$ cat src/rtl/pwm_pkg.sv
// Shared constants, types and the duty clamp helper for the multi-channel PWM.
// Latency: n/a (declarations only).
// Backpressure: none.
package pwm_pkg;

    localparam int CBITS_DEF   = 11;
    localparam int LB_DUTY_DEF = 64;
    localparam int UB_DUTY_DEF = 1984;

    typedef logic [CBITS_DEF-1:0] duty_t;

    // Clamp a requested duty into [lo, hi]; done at 32 bits so any CBITS fits.
    function automatic logic [31:0] clamp_duty(input logic [31:0] d,
                                               input logic [31:0] lo,
                                               input logic [31:0] hi);
        logic [31:0] r;
        r = (d > hi) ? hi : d;
        r = (r < lo) ? lo : r;
        return r;
    endfunction

endpackage

$ cat src/rtl/pwm_ch.sv
// One PWM channel: clamps its duty and produces the registered compare output.
// Latency: pulse reflects the counter value of the previous cycle (1 cycle).
// Backpressure: none; output is forced low while en is low.
module pwm_ch
    import pwm_pkg::*;
#(
    parameter int CBITS   = CBITS_DEF,
    parameter int LB_DUTY = LB_DUTY_DEF,
    parameter int UB_DUTY = UB_DUTY_DEF
) (
    input  logic             clk,
    input  logic             rst,
    input  logic             en,
    input  logic [CBITS-1:0] cnt,
    input  logic [CBITS-1:0] duty,
    output logic             pulse
);

    logic [31:0] duty_eff;

    // Effective duty after clamping to the fixed lower/upper bounds.
    always_comb begin
        duty_eff = clamp_duty(32'(duty), 32'(LB_DUTY), 32'(UB_DUTY));
    end

    // Registered unsigned compare; a duty at or above the period gives constant high.
    always_ff @(posedge clk) begin
        if (rst) begin
            pulse <= 1'b0;
        end else begin
            pulse <= en && (32'(cnt) < duty_eff);
        end
    end

endmodule

$ cat src/rtl/pwm_multi_ch.sv
// Multi-channel PWM: shared period counter, per-channel clamped duty compare, reference pulses.
// Latency: outputs lag the counter by 1 cycle; loads apply next edge, or at the period wrap with PWM_SHADOW_EN.
// Backpressure: none; a load while one is pending overwrites it (single slot), en low holds the counter at 0.
module pwm_multi_ch
    import pwm_pkg::*;
#(
    parameter int CBITS      = CBITS_DEF,
    parameter int NCH        = 4,
    parameter int LB_DUTY    = LB_DUTY_DEF,
    parameter int UB_DUTY    = UB_DUTY_DEF,
    parameter int RST_PERIOD = 0
) (
    input  logic                 clk,
    input  logic                 rst,
    input  logic                 en,
    input  logic                 load_i,
    input  logic [NCH*CBITS-1:0] duty_i,
    input  logic [CBITS-1:0]     period_i,
    output logic [NCH-1:0]       pulse_o,
    output logic                 lb_pulse,
    output logic                 ub_pulse,
    output logic                 wrap_o,
    output logic                 pending_o,
    output logic                 upd_o
);

    localparam logic [CBITS-1:0] DUTY_RST   = CBITS'(LB_DUTY);
    localparam logic [CBITS-1:0] PERIOD_RST = CBITS'(RST_PERIOD);

    logic [CBITS-1:0]           cnt;
    logic [CBITS-1:0]           period_q;
    logic [CBITS-1:0]           last_cnt;
    logic [NCH-1:0][CBITS-1:0]  duty_q;
    logic                       wrap;
    logic                       upd;

    // A period of 0 means 2^CBITS; the modular subtraction yields all-ones for it.
    assign last_cnt = period_q - CBITS'(1);
    assign wrap     = en && (cnt == last_cnt);
    assign wrap_o   = wrap;
    assign upd_o    = upd;

    // Period counter; ">=" also folds a count stranded above a shortened period back to 0.
    always_ff @(posedge clk) begin
        if (rst) begin
            cnt <= '0;
        end else if (!en) begin
            cnt <= '0;
        end else if (cnt >= last_cnt) begin
            cnt <= '0;
        end else begin
            cnt <= cnt + CBITS'(1);
        end
    end

    // Reference pulses compare the counter against the fixed bounds.
    always_ff @(posedge clk) begin
        if (rst) begin
            lb_pulse <= 1'b0;
            ub_pulse <= 1'b0;
        end else begin
            lb_pulse <= en && (32'(cnt) < 32'(LB_DUTY));
            ub_pulse <= en && (32'(cnt) < 32'(UB_DUTY));
        end
    end

`ifdef PWM_SHADOW_EN
    logic                      pending;
    logic [NCH-1:0][CBITS-1:0] sh_duty;
    logic [CBITS-1:0]          sh_period;

    assign pending_o = pending;

    // Loads park in a single shadow slot; the pending values move live only at a wrap.
    always_ff @(posedge clk) begin
        if (rst) begin
            pending   <= 1'b0;
            upd       <= 1'b0;
            duty_q    <= {NCH{DUTY_RST}};
            period_q  <= PERIOD_RST;
            sh_duty   <= {NCH{DUTY_RST}};
            sh_period <= PERIOD_RST;
        end else begin
            upd <= wrap && pending;
            if (wrap && pending) begin
                duty_q   <= sh_duty;
                period_q <= sh_period;
            end
            if (load_i) begin
                sh_duty   <= duty_i;
                sh_period <= period_i;
                pending   <= 1'b1;
            end else if (wrap) begin
                pending <= 1'b0;
            end
        end
    end
`else
    assign pending_o = 1'b0;

    // Loads take effect on the very next edge.
    always_ff @(posedge clk) begin
        if (rst) begin
            upd      <= 1'b0;
            duty_q   <= {NCH{DUTY_RST}};
            period_q <= PERIOD_RST;
        end else begin
            upd <= load_i;
            if (load_i) begin
                duty_q   <= duty_i;
                period_q <= period_i;
            end
        end
    end
`endif

    for (genvar k = 0; k < NCH; k++) begin : g_ch
        pwm_ch #(
            .CBITS   (CBITS),
            .LB_DUTY (LB_DUTY),
            .UB_DUTY (UB_DUTY)
        ) u_ch (
            .clk   (clk),
            .rst   (rst),
            .en    (en),
            .cnt   (cnt),
            .duty  (duty_q[k]),
            .pulse (pulse_o[k])
        );
    end

endmodule

$ cat config.mk
export PLATFORM = sky130hd
export DESIGN_NAME = pwm_multi_ch
export DESIGN_NICKNAME = d
export VERILOG_FILES = /design/src/rtl/pwm_pkg.sv /design/src/rtl/pwm_ch.sv /design/src/rtl/pwm_multi_ch.sv
export SDC_FILE = /design/constraint.sdc
export NUM_CORES = 1
export LEC_CHECK = 0
export CORE_MARGIN = 4
export CORE_UTILIZATION = 49
export DETAILED_ROUTE_END_ITERATION = 10
export GPL_TIMING_DRIVEN = 0
export PLACE_DENSITY = 0.77
export SLEW_MARGIN = 10
export SYNTH_ARGS = -nofsm -noshare
export SYNTH_HDL_FRONTEND = slang
export SYNTH_SLANG_ARGS = --single-unit
$ cat constraint.sdc
create_clock -name clk -period 2.2 [get_ports clk]
set_input_delay 0.44 -clock clk [delete_from_list [all_inputs] [get_ports clk]]
set_output_delay 0.44 -clock clk [all_outputs]
set_load 0.05 [all_outputs]
==> results of run 1 <==
==> critical path: cells and delay by family, from the launching register on <==
kind / cells / cell delay (ps)
AND/OR/NAND/NOR: 5 / 1020
buffers and inverters: 2 / 300
flip-flops: 1 / 350
XOR/XNOR: 1 / 160
adder cells (fa/ha/maj): 1 / 300
==> metal layers <==
layer	vias to the layer above	GRT usage	part of all wire
li1	1847	-	-
met1	1775	0.272	0.42
met2	134	0.364	0.48
met3	33	0.0393	0.063
met4	0	0.102	0.035
met5	-	0	0
==> worst paths after layout <==
| path | depth (start not counted) | slack [ps] | end |
|---|---|---|---|
| worst max-delay path | 9 | -730 | wrap_o |
| worst min-delay path | 2 | 320 | upd_o |
| worst max register to register | 10 | -330 | cnt[10] |
| worst min register to register | 2 | 510 | duty_q[22] |
==> cells in the final DEF (no fill, tap or decap), types with 10 or more instances in the layout <==
master | synthesis | final
nor2_1 | 64 | 64
dfxtp_1 | 73 | 65
nand2_1 | 39 | 36
mux2i_1 | 56 | 56
a21oi_1 | 13 | 10
clkbuf_8 | 1 | 11
inv_1 | 21 | 21
ha_1 | 53 | 50
buf_4 | 5 | 15
clkdlybuf4s50_1 | 0 | 63
nor3_2 | 10 | 11
nand3_1 | 17 | 17
==> cell families (layout without fill, tap and decap cells) <==
group	count (synthesis)	in the layout	synth area share
AND/OR/NAND/NOR	175	175	0.205
AO/OA/AOI/OAI	53	53	0.0857
other	1	1	0.000871
XOR/XNOR	18	18	0.0366
buffers and inverters	42	133	0.0485
adder cells (fa/ha/maj)	53	53	0.154
multiplexers	56	56	0.130
flip-flops	73	73	0.339
==> where the power goes <==
| group | internal, mW | total (mW) | leakage, nW | switching (mW) |
|---|---|---|---|---|
| Combinational | 0.349 | 0.676 | 1.75 | 0.327 |
| Clock | 0.431 | 0.909 | 0.0822 | 0.478 |
| Sequential | 1.40 | 1.48 | 0.605 | 0.0840 |
==> metrics by stage <==
stage | util | std cells | cell area [um^2]
floorplan | - | 471 | 4340
global placement | 0.610 | 640 | 5110
detailed placement | 0.610 | 640 | 5110
CTS | 0.644 | 660 | 5400
global route | 0.665 | 667 | 5580
finish | 0.665 | 667 | 5580
==> sequential cells by signal, summed over array words and instances (netlist names) <==
name             count
upd_o                1
lb_pulse             1
g_ch.u_ch.pulse      4
period_q            11
cnt                 11
ub_pulse             1
duty_q              44
==> final cells by class <==
type	count	area share
plain buffers	21	0.0233
clock buffers	12	0.0260
clock inverters	3	0.00314
inverters	21	0.0141
multi-input cells	356	0.513
flip-flops and latches	73	0.264
well taps	105	0.0236
repair buffers	76	0.133
==> repair_timing <==
| action | CTS | global route |
|---|---|---|
| setup buffers | 4 | 7 |
| gates cloned | 1 | 0 |
| setup endpoints to repair | 15 | 16 |
| hold buffers | 0 | 0 |
| pin swaps | 8 | 19 |
| resized for setup | 25 | 26 |
==> summary.md, run 1 <==
| Metric | Value |
|---|---|
| Wire length of the first global-routing pass | approximately 18 mm |
| Max-cap check violation count | 0 |
| Final wirelength | around 11 mm |
| Mapped cell area | 4310 um^2 |
| Final Setup Violations | 13 |
| CP Launch Type | register |
| Top post-synthesis cells by count | dfxtp_1 (73), nor2_1 (64), mux2i_1 (56) |
| Most repeated cell in the gate-level netlist after synthesis | dfxtp_1 |
| Gp weighted congestion | a little under 0.9 |
| Worst IR Drop VDD | between 0.2 and 0.3 mV |
| Main flop type after synthesis | dfxtp_1 |
| First DRT Iteration DRCs | ~130 |
| Chip Width | 102 um |
| GRT overflow | 0 |
| Arrival @ worst endpoint | approximately 2500 ps |
| Post-placement worst setup slack | -1000 ps |
| Level count of the clock H-tree | 3 |
| Maximum number of pins on one net before global-route repair | 12 |
| Starting density of the core | 0.514 |
| First-pass iteration count of the detailed router | 4 |
| CTS clock-pin slew for the worst setup and hold paths | 80 ps |
| Worst-skew pair later-pin latency | 350 ps |
| DR vias | roughly 3800 |
| Area leader, netlist | dfxtp_1 |
| Count of fill cells added during filler insertion | around 700 |
| TritonCTS Sinks | 73 |
| Synth Warn # | 0 |
| Vertical extent of the die | roughly 100 um |
| Number of antenna-violating nets in the routed design | 0 |
| Net total in the final layout | 670 |
| Post-synthesis instance total | about 470 |
| Power consumption | approximately 3.1 mW |
| Proportion of register bits with asynchronous set or reset after synthesis | 0 |
| Setup slack after layout | -729 ps |
| Fraction of layout cells with a size suffix above 1 | 0.157 |
| Flop and latch count out of synthesis | between 70 and 80 |
| HPWL Detailed | between 7 and 8 mm |
| Core Footprint | 8380 um^2 |
| Relative max-transition margin | 0.556 |
| Period Utilization, post-route | 1.33 |
| Run status | complete, but fails checks |
| Failing checks | negative setup slack |
| Nets in the synthesized netlist | 583 |
| I/O pin total | 68 |
| Detailed-route wire length per cell | ~17 um |
| Cells taking the most area after synthesis | dfxtp_1 (34%), ha_1 (15%), mux2i_1 (13%) |
| Total global routing track utilization | 0.218 |
| Total count of hold-check failures in the final report | 0 |
| Max Slew Vio Count | 0 |
| Critical Path Source | period_q[5] |
| Synthesized area per cell | roughly 9 um^2 |
| Cell at the slowest stage of the critical path | dfxtp_2 |
| Sequential share of the synthesized area | 0.339 |
| Proportion of netlist area held by the largest area contributor | 0.339 |
| Number of distinct library cells after synthesis | 45 |
| FF+latch area | ~1500 um^2 |
| Buffers on Ports | between 60 and 70 |
| Vias in the first global route | around 3700 |
| TritonCTS buffer count | 9 |
| Highest clock rate | about 340 MHz |
| Post-DR vias/cell | ~5.7 |
| Setup clock skew after layout | 9.56 ps |
| Clock tree from TritonCTS | done |
| Number of buffers between clock root and the deepest sink | 2 |
| Data required time of the critical path | 1760 ps |
| Antenna Cells | 0 |
| Worst path cell trace | nor4_4 > buf_4 > nand3_1 > xor2_1 > ha_1 > nand4_1 > nor4_2 > and2_4 > buf_8 |
| Worst-path fanout max | 3 |
| Launch instance of the worst min-delay path | rst |
| Buffer cell driving the clock tree root | clkbuf_8 |
| Leak | 2.44 nW |
| Total area of multi-input combinational cells | approximately 2900 um^2 |
| Worst Hold Margin | about 320 ps |
| Initial antenna violation count | 0 |
| Path class of the lowest-slack min-delay path | in2reg |
| Endpoint type of the worst setup path | output pin |
| Setup repair after global routing missed its margin | true |
| Drc violations | 0 |
| Worst r2r src | period_q[5] |
| Clock period minus final worst setup slack | about 2900 ps |
| Stage delay of the slowest cell on the critical path | around 350 ps |
| Growth of design area from synthesis to finish | 29.5% |
| Setup Crit Path Kind | reg2out |
| Post-synth EDFFs | 0 |
| Worst Max-Slew Pin Slew | roughly 670 ps |
| Site row count | 33 |
| Power density normalized to cell area | 550 nW/um^2 |
| Area enclosed by the die boundary | 10400 um^2 |
| Setup Total Neg Slack | -4090 ps |
Power figures use the tool's default switching activity.
==> run 2, diff against run 1 <==
--- a/config.mk
+++ b/config.mk
@@ -13,4 +13,5 @@
 export SLEW_MARGIN = 10
 export SYNTH_ARGS = -nofsm -noshare
 export SYNTH_HDL_FRONTEND = slang
+export SYNTH_HIERARCHICAL = 1
 export SYNTH_SLANG_ARGS = --single-unit
==> run 2 against run 1 <==
The flow still finishes with violations (negative setup slack). Synthesized area is 0.17% higher. Cell count grew 1.5%. Flip-flop and latch count is the same. Die area rose by 0.16%. Total power rose by 0.47%. Utilization rose by 1.2 points. Critical path type unchanged. Largest cell class unchanged.
==> summary.md, run 2 <==
| Metric | Value |
|---|---|
| Setup Total Neg Slack | -2520 ps |
| Clock tree from TritonCTS | done |
| Highest clock rate | ~360 MHz |
| Top post-synthesis cells by count | dfxtp_1 (73), nor2_1 (71), ha_1 (53) |
| Largest regs | duty_q (44), cnt (11), period_q (11) |
| GRT overflow | 0 |
| HPWL Detailed | 7.72 mm |
| Final Setup Violations | 13 |
| CTS clock-pin slew for the worst setup and hold paths | ~80 ps |
| Relative max-transition margin | 0.527 |
| Gp weighted congestion | between 0.8 and 0.9 |
| Max-cap check violation count | 0 |
| Failing checks | negative setup slack |
| Run status | complete, but fails checks |
| R2R depth | 11 |
| Post-DR vias/cell | around 5.7 |
| Cell Count, Final, Fillers Out | between 600 and 700 |
| Post-synth EDFFs | 0 |
| Core utilization of the finished layout | 0.677 |
| I/O pin total | a little under 70 |
| Number of distinct library cells after synthesis | 48 |
| Vertical extent of the die | around 100 um |
| End of the worst register-to-register path | cnt[4] |
| Core Footprint | 8380 um^2 |
| Setup slack after layout | -554 ps |
| Final wirelength | 10.9 mm |
| Main flop type after synthesis | dfxtp_1 |
| Drc violations | 0 |
| Worst-skew pair later-pin latency | 350 ps |
| Antenna Cells | 0 |
| Data required time of the critical path | between 1500 and 2000 ps |
| Nets in the synthesized netlist | 582 |
| Post-synthesis instance total | 470 |
| Worst Max-Slew Pin Slew | 708 ps |
| Post-placement worst setup slack | -897 ps |
| CP Launch Type | register |
| Bufs and invs on worst path | 1 |
| Level count of the clock H-tree | 3 |
| Worst-path fanout max | 3 |
| Growth of design area from synthesis to finish | 31.6% |
| Critical path depth | 9 |
| Proportion of register bits with asynchronous set or reset after synthesis | 0 |
| Initial antenna violation count | 0 |
| Setup clock skew after layout | between 10 and 15 ps |
| Critical Path End | wrap_o |
| Worst Hold Margin | 464 ps |
| Stage delay of the slowest cell on the critical path | 350 ps |
| Leak | about 2.5 nW |
| Starting density of the core | 0.515 |
| Most repeated cell in the gate-level netlist after synthesis | dfxtp_1 |
| Area leader, netlist | dfxtp_1 |
| Setup repair after global routing missed its margin | true |
| Chip Width | 102 um |
| Path class of the lowest-slack min-delay path | in2reg |
| Buffers on Ports | 65 |
| Worst path cell trace | nor3_4 > and3_4 > nand2_1 > xor2_1 > ha_1 > nand4_1 > or2_4 > nor2_4 > buf_8 |
| Largest register by flop count | duty_q |
| Number of buffers between clock root and the deepest sink | 2 |
| Flop and latch count out of synthesis | 73 |
| Site row count | 33 |
| Cells taking the most area after synthesis | dfxtp_1 (34%), ha_1 (15%), mux2i_1 (12%) |
| Period Utilization, post-route | 1.25 |
| First-pass iteration count of the detailed router | 6 |
| Critical Path Source | period_q[3] |
| Fraction of layout cells with a size suffix above 1 | 0.217 |
| Cell at the slowest stage of the critical path | dfxtp_4 |
| Area enclosed by the die boundary | ~10000 um^2 |
| Setup Crit Path Kind | reg2out |
| Vias in the first global route | 4035 |
| Max Slew Vio Count | 0 |
| Buffer cell driving the clock tree root | clkbuf_8 |
| Total global routing track utilization | 0.217 |
| First DRT Iteration DRCs | about 150 |
| Endpoint type of the worst setup path | output pin |
| Arrival @ worst endpoint | about 2300 ps |
| Worst r2r src | period_q[3] |
| Sequential share of the synthesized area | 0.339 |
| Mapped cell area | 4310 um^2 |
| Setup slack of the most critical reg-to-reg path | -200 ps |
| Total placed cells including tap cells | 640 |
| TritonCTS buffer count | 9 |
| Kind of cell adding the most delay to the critical path | simple AND/OR/NAND/NOR gates |
| Max reg flops | between 40 and 50 |
| Proportion of netlist area held by the largest area contributor | 0.339 |
| DR vias | 3849 |
| Synth Warn # | 6 |
| Wire length of the first global-routing pass | 18.0 mm |
| Power density normalized to cell area | roughly 540 nW/um^2 |
| Synthesized area per cell | 9.18 um^2 |
| TritonCTS Sinks | between 70 and 80 |
| Commonest cells after routing, fill and taps aside | nor2_1 (64), clkdlybuf4s50_1 (64), dfxtp_1 (56) |
| Maximum number of pins on one net before global-route repair | 12 |
| Total count of hold-check failures in the final report | 0 |
| Number of antenna-violating nets in the routed design | 0 |
| Worst IR Drop VDD | 0.347 mV |
| Detailed-route wire length per cell | 16.2 um |
| Net total in the final layout | 680 |
| Clock period minus final worst setup slack | roughly 2800 ps |
[run 2: changes by cell type after synthesis, moves of 7 or more]
cell     change
nor2_2       +9
inv_1        +7
nor3_2      -10
nand2_1      -8
nor2_1       +7
nand3_1      -8
[run 2: worst min-delay path: stages]
cell	delay [ps]
buf_2	130
nor2b_1	120
a211o_1	100
[run 2: worst min path at each step]
stage	depth (start not counted)	slack, ps	from	to
2_1_floorplan	2	480	period_q[1]	period_q[1]
3_3_place_gp	2	500	period_q[1]	period_q[1]
3_5_place_dp	2	510	duty_q[0]	duty_q[0]
4_1_cts	3	460	load_i	duty_q[39]
5_1_grt	3	460	load_i	duty_q[39]
6_report	3	460	load_i	duty_q[28]
[run 2: cell type report]
class | instances | area, um^2
clock buffers | 12 | 145
inverters | 28 | 105
clock inverters | 3 | 17.5
repair buffers | 87 | 825
flip-flops and latches | 73 | 1490
multi-input cells | 354 | 2880
well taps | 105 | 131
fillers | 663 | 2710
plain buffers | 15 | 83.8
[run 2: cells by family (layout without fill, tap and decap cells)]
kind of cell | count (synthesis) | after routing | synth area share
flip-flops | 73 | 73 | 0.339
AO/OA/AOI/OAI | 51 | 51 | 0.0983
adder cells (fa/ha/maj) | 53 | 53 | 0.154
buffers and inverters | 43 | 145 | 0.0438
multiplexers | 51 | 51 | 0.118
other | 1 | 1 | 0.000869
AND/OR/NAND/NOR | 180 | 180 | 0.210
XOR/XNOR | 18 | 18 | 0.0365
[run 2: layer usage]
metal  part of all wire  track usage
met1               0.42        0.254
met2               0.49        0.382
met3              0.052       0.0519
met4              0.034       0.0878
met5                  0            0
[run 2: metrics by stage]
stage / instance area, um^2 / total power [mW]
after global routing: 5680 / 3.23
after floorplan: 4370 / 1.87
final: 5680 / 3.08
after detailed placement: 5150 / 2.09
after CTS: 5560 / 3.05
after global placement: 5150 / 2.06
[run 2: what timing repair did]
item,CTS,global route
gates cloned,1,0
setup endpoints to repair,15,16
endpoints found under the hold margin,0,0
resized for setup,43,14
setup buffers,15,6
pin swaps,26,23
hold buffers,0,0
[run 2: where the power goes]
group          total, mW  internal, mW  switching (mW)
clock              0.930         0.431           0.498
combinational      0.684         0.365           0.319
sequential          1.47          1.39          0.0731
==> run 3, diff against run 2 <==
--- a/config.mk
+++ b/config.mk
@@ -10,7 +10,6 @@
 export DETAILED_ROUTE_END_ITERATION = 10
 export GPL_TIMING_DRIVEN = 0
 export PLACE_DENSITY = 0.77
-export SLEW_MARGIN = 10
 export SYNTH_ARGS = -nofsm -noshare
 export SYNTH_HDL_FRONTEND = slang
 export SYNTH_HIERARCHICAL = 1
==> results of run 3 <==
Same layout as run 2: the final DEF is identical, and so are final timing and power.
